$ cat config.mk
export PLATFORM = sky130hd
export DESIGN_NAME = pc_sequencer
export DESIGN_NICKNAME = d
export VERILOG_FILES = /design/src/rtl/pc_seq_pkg.sv /design/src/rtl/pc_return_stack.sv /design/src/rtl/pc_sequencer.sv
export SDC_FILE = /design/constraint.sdc
export NUM_CORES = 1
export LEC_CHECK = 0
export CAP_MARGIN = 5
export CORE_MARGIN = 2
export CORE_UTILIZATION = 46
export DETAILED_ROUTE_END_ITERATION = 8
export HOLD_SLACK_MARGIN = 0.08
export PLACE_DENSITY = 0.86
export SLEW_MARGIN = 20
export SYNTH_ARGS = -nofsm -noshare
export SYNTH_HDL_FRONTEND = slang
export SYNTH_HIERARCHICAL = 1
export SYNTH_SLANG_ARGS = --single-unit
$ cat constraint.sdc
create_clock -name clk -period 3.7 [get_ports clk]
set_input_delay 0.74 -clock clk [delete_from_list [all_inputs] [get_ports clk]]
set_output_delay 0.74 -clock clk [all_outputs]
set_load 0.01 [all_outputs]
$ cat src/rtl/pc_seq_pkg.sv
// Shared types and helpers for the program-counter sequencer.
// State encoding, next-PC source select and a width-generic sign extender.
package pc_seq_pkg;

    typedef enum logic [0:0] {
        RUN    = 1'b0,
        HALTED = 1'b1
    } state_e;

    typedef enum logic [2:0] {
        SRC_INC,
        SRC_BR,
        SRC_JMP,
        SRC_CALL,
        SRC_RET,
        SRC_HOLD
    } src_e;

    // Sign-extends the low 'ow' bits of 'off' to 32 bits; callers truncate to their own width.
    function automatic logic [31:0] sext(input logic [31:0] off, input int ow);
        logic [31:0] shl;
        shl = off << (32 - ow);
        return $signed(shl) >>> (32 - ow);
    endfunction

endpackage

$ cat src/rtl/pc_return_stack.sv
// Return-address LIFO for the sequencer's call/ret path.
// Overflowing pushes and underflowing pops are dropped; the caller raises the flags.
module pc_return_stack #(
    parameter int WIDTH = 8,
    parameter int DEPTH = 4
) (
    input  logic             clk,
    input  logic             rst,
    input  logic             push_i,
    input  logic             pop_i,
    input  logic [WIDTH-1:0] din_i,
    output logic [WIDTH-1:0] top_o,
    output logic             full_o,
    output logic             empty_o
);

    localparam int PW = $clog2(DEPTH);

    logic [PW:0]                  cnt_q;
    logic [DEPTH-1:0][WIDTH-1:0]  mem_q;

    // cnt_q is the occupancy; its MSB alone marks full because DEPTH is a power of two.
    assign full_o  = cnt_q[PW];
    assign empty_o = (cnt_q == '0);
    assign top_o   = mem_q[cnt_q[PW-1:0] - PW'(1)];

    always_ff @(posedge clk) begin
        if (rst) begin
            cnt_q <= '0;
        end else if (push_i && !full_o) begin
            mem_q[cnt_q[PW-1:0]] <= din_i;
            cnt_q                <= cnt_q + (PW+1)'(1);
        end else if (pop_i && !empty_o) begin
            cnt_q <= cnt_q - (PW+1)'(1);
        end
    end

endmodule

$ cat src/rtl/pc_sequencer.sv
// Program counter sequencer: increment, jump, relative branch, halt/resume, stall.
// Define PC_SEQUENCER_CALL_STACK_EN to add the call/return stack and its sticky flags.
module pc_sequencer
    import pc_seq_pkg::*;
#(
    parameter int               WIDTH       = 8,
    parameter int               OFFSET_W    = 5,
    parameter logic [WIDTH-1:0] RESET_VEC   = '0,
    parameter int               STACK_DEPTH = 4
) (
    input  logic                clk,
    input  logic                rst,
    input  logic                stall,
    input  logic                halt,
    input  logic                resume,
    input  logic                jump,
    input  logic [WIDTH-1:0]    jump_target,
    input  logic                branch,
    input  logic [OFFSET_W-1:0] branch_offset,
    input  logic                call,
    input  logic                ret,
    output logic [WIDTH-1:0]    pc,
    output logic [WIDTH-1:0]    pc_plus1,
    output logic                halted,
    output logic                stack_ovf,
    output logic                stack_unf
);

    localparam logic [0:0] ST_RUN    = RUN;
    localparam logic [0:0] ST_HALTED = HALTED;

    logic [WIDTH-1:0] pc_q, pc_d, br_tgt, stk_top;
    logic [0:0]       state_q, state_d;
    logic             ovf_q, ovf_d, unf_q, unf_d;
    logic             push, pop, stk_full, stk_empty, ret_en;
    src_e             src;

`ifdef PC_SEQUENCER_CALL_STACK_EN
    localparam bit CS_EN = 1'b1;

    assign ret_en = ret;

    pc_return_stack #(
        .WIDTH (WIDTH),
        .DEPTH (STACK_DEPTH)
    ) u_stack (
        .clk     (clk),
        .rst     (rst),
        .push_i  (push),
        .pop_i   (pop),
        .din_i   (pc_plus1),
        .top_o   (stk_top),
        .full_o  (stk_full),
        .empty_o (stk_empty)
    );
`else
    localparam bit CS_EN = 1'b0;

    logic [2:0] unused_stk;

    assign ret_en     = 1'b0;
    assign stk_top    = '0;
    assign stk_full   = 1'b0;
    assign stk_empty  = 1'b1;
    assign unused_stk = {ret, push, pop};
`endif

    assign pc_plus1 = pc_q + WIDTH'(1);
    assign br_tgt   = pc_q + WIDTH'(sext(32'(branch_offset), OFFSET_W));

    always_comb begin
        src     = SRC_INC;
        state_d = state_q;
        push    = 1'b0;
        pop     = 1'b0;
        ovf_d   = ovf_q;
        unf_d   = unf_q;
        if (state_q == ST_HALTED) begin
            src = SRC_HOLD;
            if (resume) state_d = ST_RUN;
        end else if (stall) begin
            src = SRC_HOLD;
        end else if (halt) begin
            src     = SRC_HOLD;
            state_d = ST_HALTED;
        end else if (ret_en) begin
            // A ret on an empty stack degrades to a plain increment.
            if (!stk_empty) begin
                src = SRC_RET;
                pop = 1'b1;
            end else begin
                unf_d = 1'b1;
            end
        end else if (call) begin
            src = SRC_CALL;
            if (CS_EN) begin
                if (stk_full) ovf_d = 1'b1;
                else          push  = 1'b1;
            end
        end else if (jump) begin
            src = SRC_JMP;
        end else if (branch) begin
            src = SRC_BR;
        end
    end

    always_comb begin
        case (src)
            SRC_BR:            pc_d = br_tgt;
            SRC_JMP, SRC_CALL: pc_d = jump_target;
            SRC_RET:           pc_d = stk_top;
            SRC_HOLD:          pc_d = pc_q;
            default:           pc_d = pc_plus1;
        endcase
    end

    always_ff @(posedge clk) begin
        if (rst) begin
            pc_q    <= RESET_VEC;
            state_q <= ST_RUN;
            ovf_q   <= 1'b0;
            unf_q   <= 1'b0;
        end else begin
            pc_q    <= pc_d;
            state_q <= state_d;
            ovf_q   <= ovf_d;
            unf_q   <= unf_d;
        end
    end

    assign pc        = pc_q;
    assign halted    = (state_q == ST_HALTED);
    assign stack_ovf = ovf_q;
    assign stack_unf = unf_q;

endmodule
==> out/metrics.yaml <==
outcome:
  status: "complete, no violations"
worst_setup_path:
  startpoint_type: "flip-flop"
  critical_path_class: "reg -> out"
  worst-path-buf-inv: 1
  cp.depth: 4
  crit_path_end_kind: "output port"
  reg2regPathDepth: 7
  arrival_ps: 2080
  worstReg2RegStart: "pc[0]$_SDFFE_PP0P_"
  slowest_delay_ps: 590
  r2r_end: "pc[6]$_SDFFE_PP0P_"
  path_max_fanout: 8
  cp_cell_sequence: "ha_1, nand3_1, xnor2_1, clkdlybuf4s50_1"
  crit_slowest_cell: "clkdlybuf4s50_1"
  cp_top_family: "buffers and inverters"
  reg2reg_slack_ps: 1630
  critPathRequiredTime_ps: 2960
timing:
  drv_slew: 0
  hold_viol: 0
  setup-tns-final_ps: 0
  finClkSkew_ps: 4.89
  hold_ws_ps: 586
  rsz0062_at_grt: "false"
  fmax_ghz: 0.354
  period_minus_slack_ps: 2820
  period_share_pct: 76.3
  finalSetupViolCount: 0
routing:
  route.vias.total: 1075
  wl_per_cell_um: 14.0
  drt_wl_total_mm: 2.71
  firstDrtPassIters: 4
  via_per_inst: 5.57
  drtIter0Drc: 19
  drc: 0
  detail-route-antenna-nets: 0
finish:
  num_antenna_cells: 0
  fillers: 167
  design_area_um2: 1380
  multi_input_area_um2: 743
  seq_area_um2: 180
  nets: 198
  syn_to_final_growth_pct: 41.2
  final_common_cell: "clkdlybuf4s50_1"
  drive_gt1_share_pct: 7.23
  most-common-layout-cells: "clkdlybuf4s50_1, nor2_1, a21oi_1, nand2_1, dfxtp_1"
  finalNonFillerCells: 193
placement:
  gp_congestion: 0.808
  placed_area_um2: 1350
  post-place-cells: 189
  place_hpwl_mm: 2.09
  io_buffers: 37
job:
  maxCapViolations: 0
clocking:
  cts_tree: "yes"
  cts-root-buf: "clkbuf_4"
  cts_max_path_buffers: 2
  postCtsSetupBuffers: 0
  path_clk_slew_ps: 70
  clock-sinks: 9
  postCtsHoldBufs: 0
  cts_inserted_buffers: 3
  cts_resized: 0
  clock_latency_ps: 270
  htree_num_levels: 1
logic_synthesis:
  syn_area_um2: 975
  ys_warn_count: 6
  synth_top_area_share_pct: 18.5
  ys_types: 44
  synthTopCellsByArea: "dfxtp_1, ha_1, nor2_1"
  avgSynthCellArea_um2: 7.56
  ys_seq_area_share_pct: 18.5
  ys_ff_latch: 9
  yosys.area.top_type: "dfxtp_1"
  postSynthCellCount: 129
power_and_ir_drop:
  power_mw: 0.331
  leakage_nw: 0.562
  peakVddDrop_v: 0.000145
  p_per_area_nw_per_um2: 241
floorplanning:
  core_um2: 1980
  die_h_um: 50.0
  die_area_um2: 2500
  start_util_pct: 49.2
  ios: 41
  num_rows: 16
  die-width_um: 50.0
global_route:
  grt_pass1_wl_mm: 4.43
  grt_max_degree: 13
  gr-total-overflow: 0
  antenna_found_initial: 0
  grt_pass1_vias: 995
  grt_usage_pct: 22.8
worst_hold_path:
  whs_path_depth: 2
  whs_endpoint: "pc[6]$_SDFFE_PP0P_"
  min_path_type: "reg -> reg"
  min_from: "pc[6]$_SDFFE_PP0P_"
layer usage:
layer  GRT usage [%]  vias up  part of all wire [%]
li1                -      541                     -
met1            30.1      487                    45
met2            38.2       44                    49
met3            3.03        3                   5.2
met4            6.94        0                  0.41
met5               0        -                     0
stage by stage:
step | utilization, % | worst slack, ps
final | 69.4 | 877
after global routing | 69.4 | 795
after CTS | 69.4 | 906
after detailed placement | 68.1 | 900
after global placement | 68.1 | 926
after floorplan | - | 1480
state kept, by name (all words and copies together) (netlist names):
register / flops
pc: 8
halted: 1
report_power, final:
group,switching [mW],internal (mW)
Combinational,0.0635,0.0730
Clock,0.0378,0.0417
Sequential,0.0121,0.103
Total,0.114,0.218
worst register-to-register path, stage by stage (launching register included):
cell and delay, ps:
dfxtp_1 400, ha_1 270, fa_1 410, a211oi_1 300
o21ai_0 200, nand3_1 120, nand3b_1 70, a211oi_1 220
cells by family (layout without fill, tap and decap cells):
family | count (synthesis) | count (layout) | share of synthesized area [%]
other | 1 | 2 | 0.385
adders and majority gates | 9 | 9 | 12.3
buffers and inverters | 10 | 46 | 5.65
muxes | 1 | 1 | 1.03
xor gates and xnor gates | 9 | 9 | 9.63
AOI/OAI and AO/OA | 42 | 42 | 29.0
and+or+nand+nor | 48 | 48 | 23.5
DFF | 9 | 9 | 18.5
how the worst max path moves through the flow:
stage,from,end
4_1_cts,pc[1]$_SDFFE_PP0P_,pc_plus1[4]
5_1_grt,pc[1]$_SDFFE_PP0P_,pc_plus1[4]
2_1_floorplan,branch_offset[0],pc[6]$_SDFFE_PP0P_
6_report,pc[1]$_SDFFE_PP0P_,pc_plus1[4]
3_5_place_dp,branch_offset[0],pc[6]$_SDFFE_PP0P_
3_3_place_gp,branch_offset[0],pc[6]$_SDFFE_PP0P_
Yosys cell counts, drive strengths merged:
library cell,count
a211o,1
a211oi,5
a21oi,12
a22o,2
a22oi,1
a31o,1
a31oi,2
a41oi,1
and3,3
buf,5
clkbuf,1
conb,1
dfxtp,9
fa,1
ha,8
inv,4
mux2i,1
nand2,11
nand3,7
nand3b,1
nor2,17
nor2b,1
nor3,3
nor3b,1
o211ai,4
o21a,1
o21ai,8
o22ai,1
o31a,1
o31ai,2
or2,2
or3,1
or4,1
xnor2,4
xor2,5
layout make-up:
cell class / instances / share of cell area [%]
well taps: 27 / 2.45
clock buffers: 4 / 1.91
multi-input cells: 111 / 54.0
inverters: 4 / 1.09
repair buffers: 38 / 27.5
flip-flops and latches: 9 / 13.1
(Power assumes the default switching activity.)
==> edit (same settings) <==
The option `PC_SEQUENCER_CALL_STACK_EN` is turned on by a define.
--- a/src/rtl/pc_sequencer.sv
+++ b/src/rtl/pc_sequencer.sv
@@ -1,5 +1,7 @@
 // Program counter sequencer: increment, jump, relative branch, halt/resume, stall.
 // Define PC_SEQUENCER_CALL_STACK_EN to add the call/return stack and its sticky flags.
+`define PC_SEQUENCER_CALL_STACK_EN
+
 module pc_sequencer
     import pc_seq_pkg::*;
 #(
Behaviour: not the same (Yosys sat finds a counterexample within 4 cycles, from zero or initial values and one cycle with rst high).
==> edit against the unedited design <==
- setup slack got worse by 0.30 ns
- synthesized cell count grew 64%
- synthesized area increased to 2.6 times the old value
- routed wire length is 110% higher
- sequential cell count increased by 37
- final area grew 130%
- worst hold slack worse by 0.087 ns
- power increased to 3.4 times the old value
- sequential share of layout area increased by 27 points
- count of clock-buffer cells in the layout rose by 2
- highest routed layer unchanged
==> edit: results <==
metrics = {
    "critical_path": {
        "arrival_ns": 2.39,
        "ff2ff_path_depth": 8,
        "crit_path_max_fanout": 8,
    },
    "timing": {
        "clock_skew_ns": 0.00873,
    },
    "clock_network": {
        "clock_latency_ns": 0.30,
        "ctsHtreeMaxLevel": 2,
        "numCtsBuffers": 5,
        "clock-root-buffer": "clkbuf_8",
    },
    "detailed_routing": {
        "wl_met3_um": 464,
        "drtIter0Drc": 147,
        "met2WireLength_mm": 2.70,
        "vias_per_cell": 5.81,
        "m1WireLength_mm": 2.58,
        "wl_per_cell_um": 17.7,
    },
    "placement": {
        "dp_slack_ns": 0.504,
        "io_buffers": 40,
        "dpl_cell_area_sq_um": 3010,
        "dp_hpwl_mm": 4.39,
        "place_congestion": 0.909,
    },
    "floorplanning": {
        "core_sq_um": 5200,
    },
    "logic_synthesis": {
        "yosysTopAreaCellShare": 0.380,
        "synth_common_cells": "32 x edfxtp_1, 14 x dfxtp_1, 13 x nor2_1, 12 x ha_1, 11 x a21oi_1",
        "synthAdderAreaFrac": 0.0752,
        "synth_compound_area_frac": 0.151,
        "synth_xor_xnor_area_share": 0.0312,
        "synth.area.mux_share": 0.0851,
        "yosysSeqAreaShare": 0.491,
        "synth_area_leaders": "edfxtp_1 38%, dfxtp_1 11%, mux4_2 7.1%",
        "synth_cell_type_count": 51,
    },
    "layout": {
        "largest_reg_flops": 32,
        "drive_gt1_frac": 0.105,
        "nNetsFinal": 293,
    },
    "grt": {
        "grt_max_degree": 15,
        "grt_pass1_wl_mm": 9.66,
        "gr-usage-all-layers": 0.206,
        "grt_pass1_vias": 1926,
    },
    "power_and_ir_drop": {
        "p_int_mw": 0.854,
        "vdd_drop_max_v": 0.000243,
        "leakagePower_nw": 1.10,
    },
    "run_status": {
        "status": "completed",
    },
}
## edit: through the flow
| stage | power, mW | cells |
|---|---|---|
| detailed placement | 0.772 | 320 |
| finish | 1.13 | 328 |
| global placement | 0.768 | 320 |
| global route | 1.18 | 328 |
| CTS | 1.13 | 328 |
| floorplan | 0.688 | 212 |
## edit: metal layers
layer	track usage	up-vias
met5	0	-
met4	0.0526	0
met3	0.0506	9
met2	0.325	79
met1	0.286	908
li1	-	910
## edit: final cells by class
class | count | area (sq um)
Inverter | 10 | 37.5
Fill cell | 433 | 2080
Tap cell | 70 | 87.6
Timing Repair Buffer | 45 | 438
Multi-Input combinational cell | 149 | 1210
Clock buffer | 6 | 72.6
Sequential cell | 46 | 1240
Clock inverter | 2 | 37.5
## edit: worst max-delay path: stages (launching register included)
cell and delay, ns:
dfxtp_1 0.51, ha_1 0.31, nand3_1 0.12, xnor2_1 0.47
clkdlybuf4s50_1 0.66
## edit: cell families after synthesis
logic type	Yosys count
AND/OR/NAND/NOR	62
multiplexers	11
adder cells (fa/ha/maj)	14
flip-flops	46
XOR/XNOR	9
AO/OA/AOI/OAI	53
buffers and inverters	17
## edit: worst paths after layout
check	startpoint	end	slack (ns)
max	pc[1]	pc_plus1[6]	0.57
min	stack_ovf	stack_ovf	0.50
max reg2reg	halted	u_stack/cnt_q[2]	1.28
min reg2reg	stack_ovf	stack_ovf	0.50
## edit: power by group through the flow
| stage | registers, mW | clock network, mW | logic, mW |
|---|---|---|---|
| finish | 0.575 | 0.368 | 0.187 |
| global route | 0.577 | 0.394 | 0.206 |
| CTS | 0.575 | 0.373 | 0.187 |
| detailed placement | 0.587 | 0 | 0.185 |
| global placement | 0.586 | 0 | 0.183 |
| floorplan | 0.586 | 0 | 0.101 |
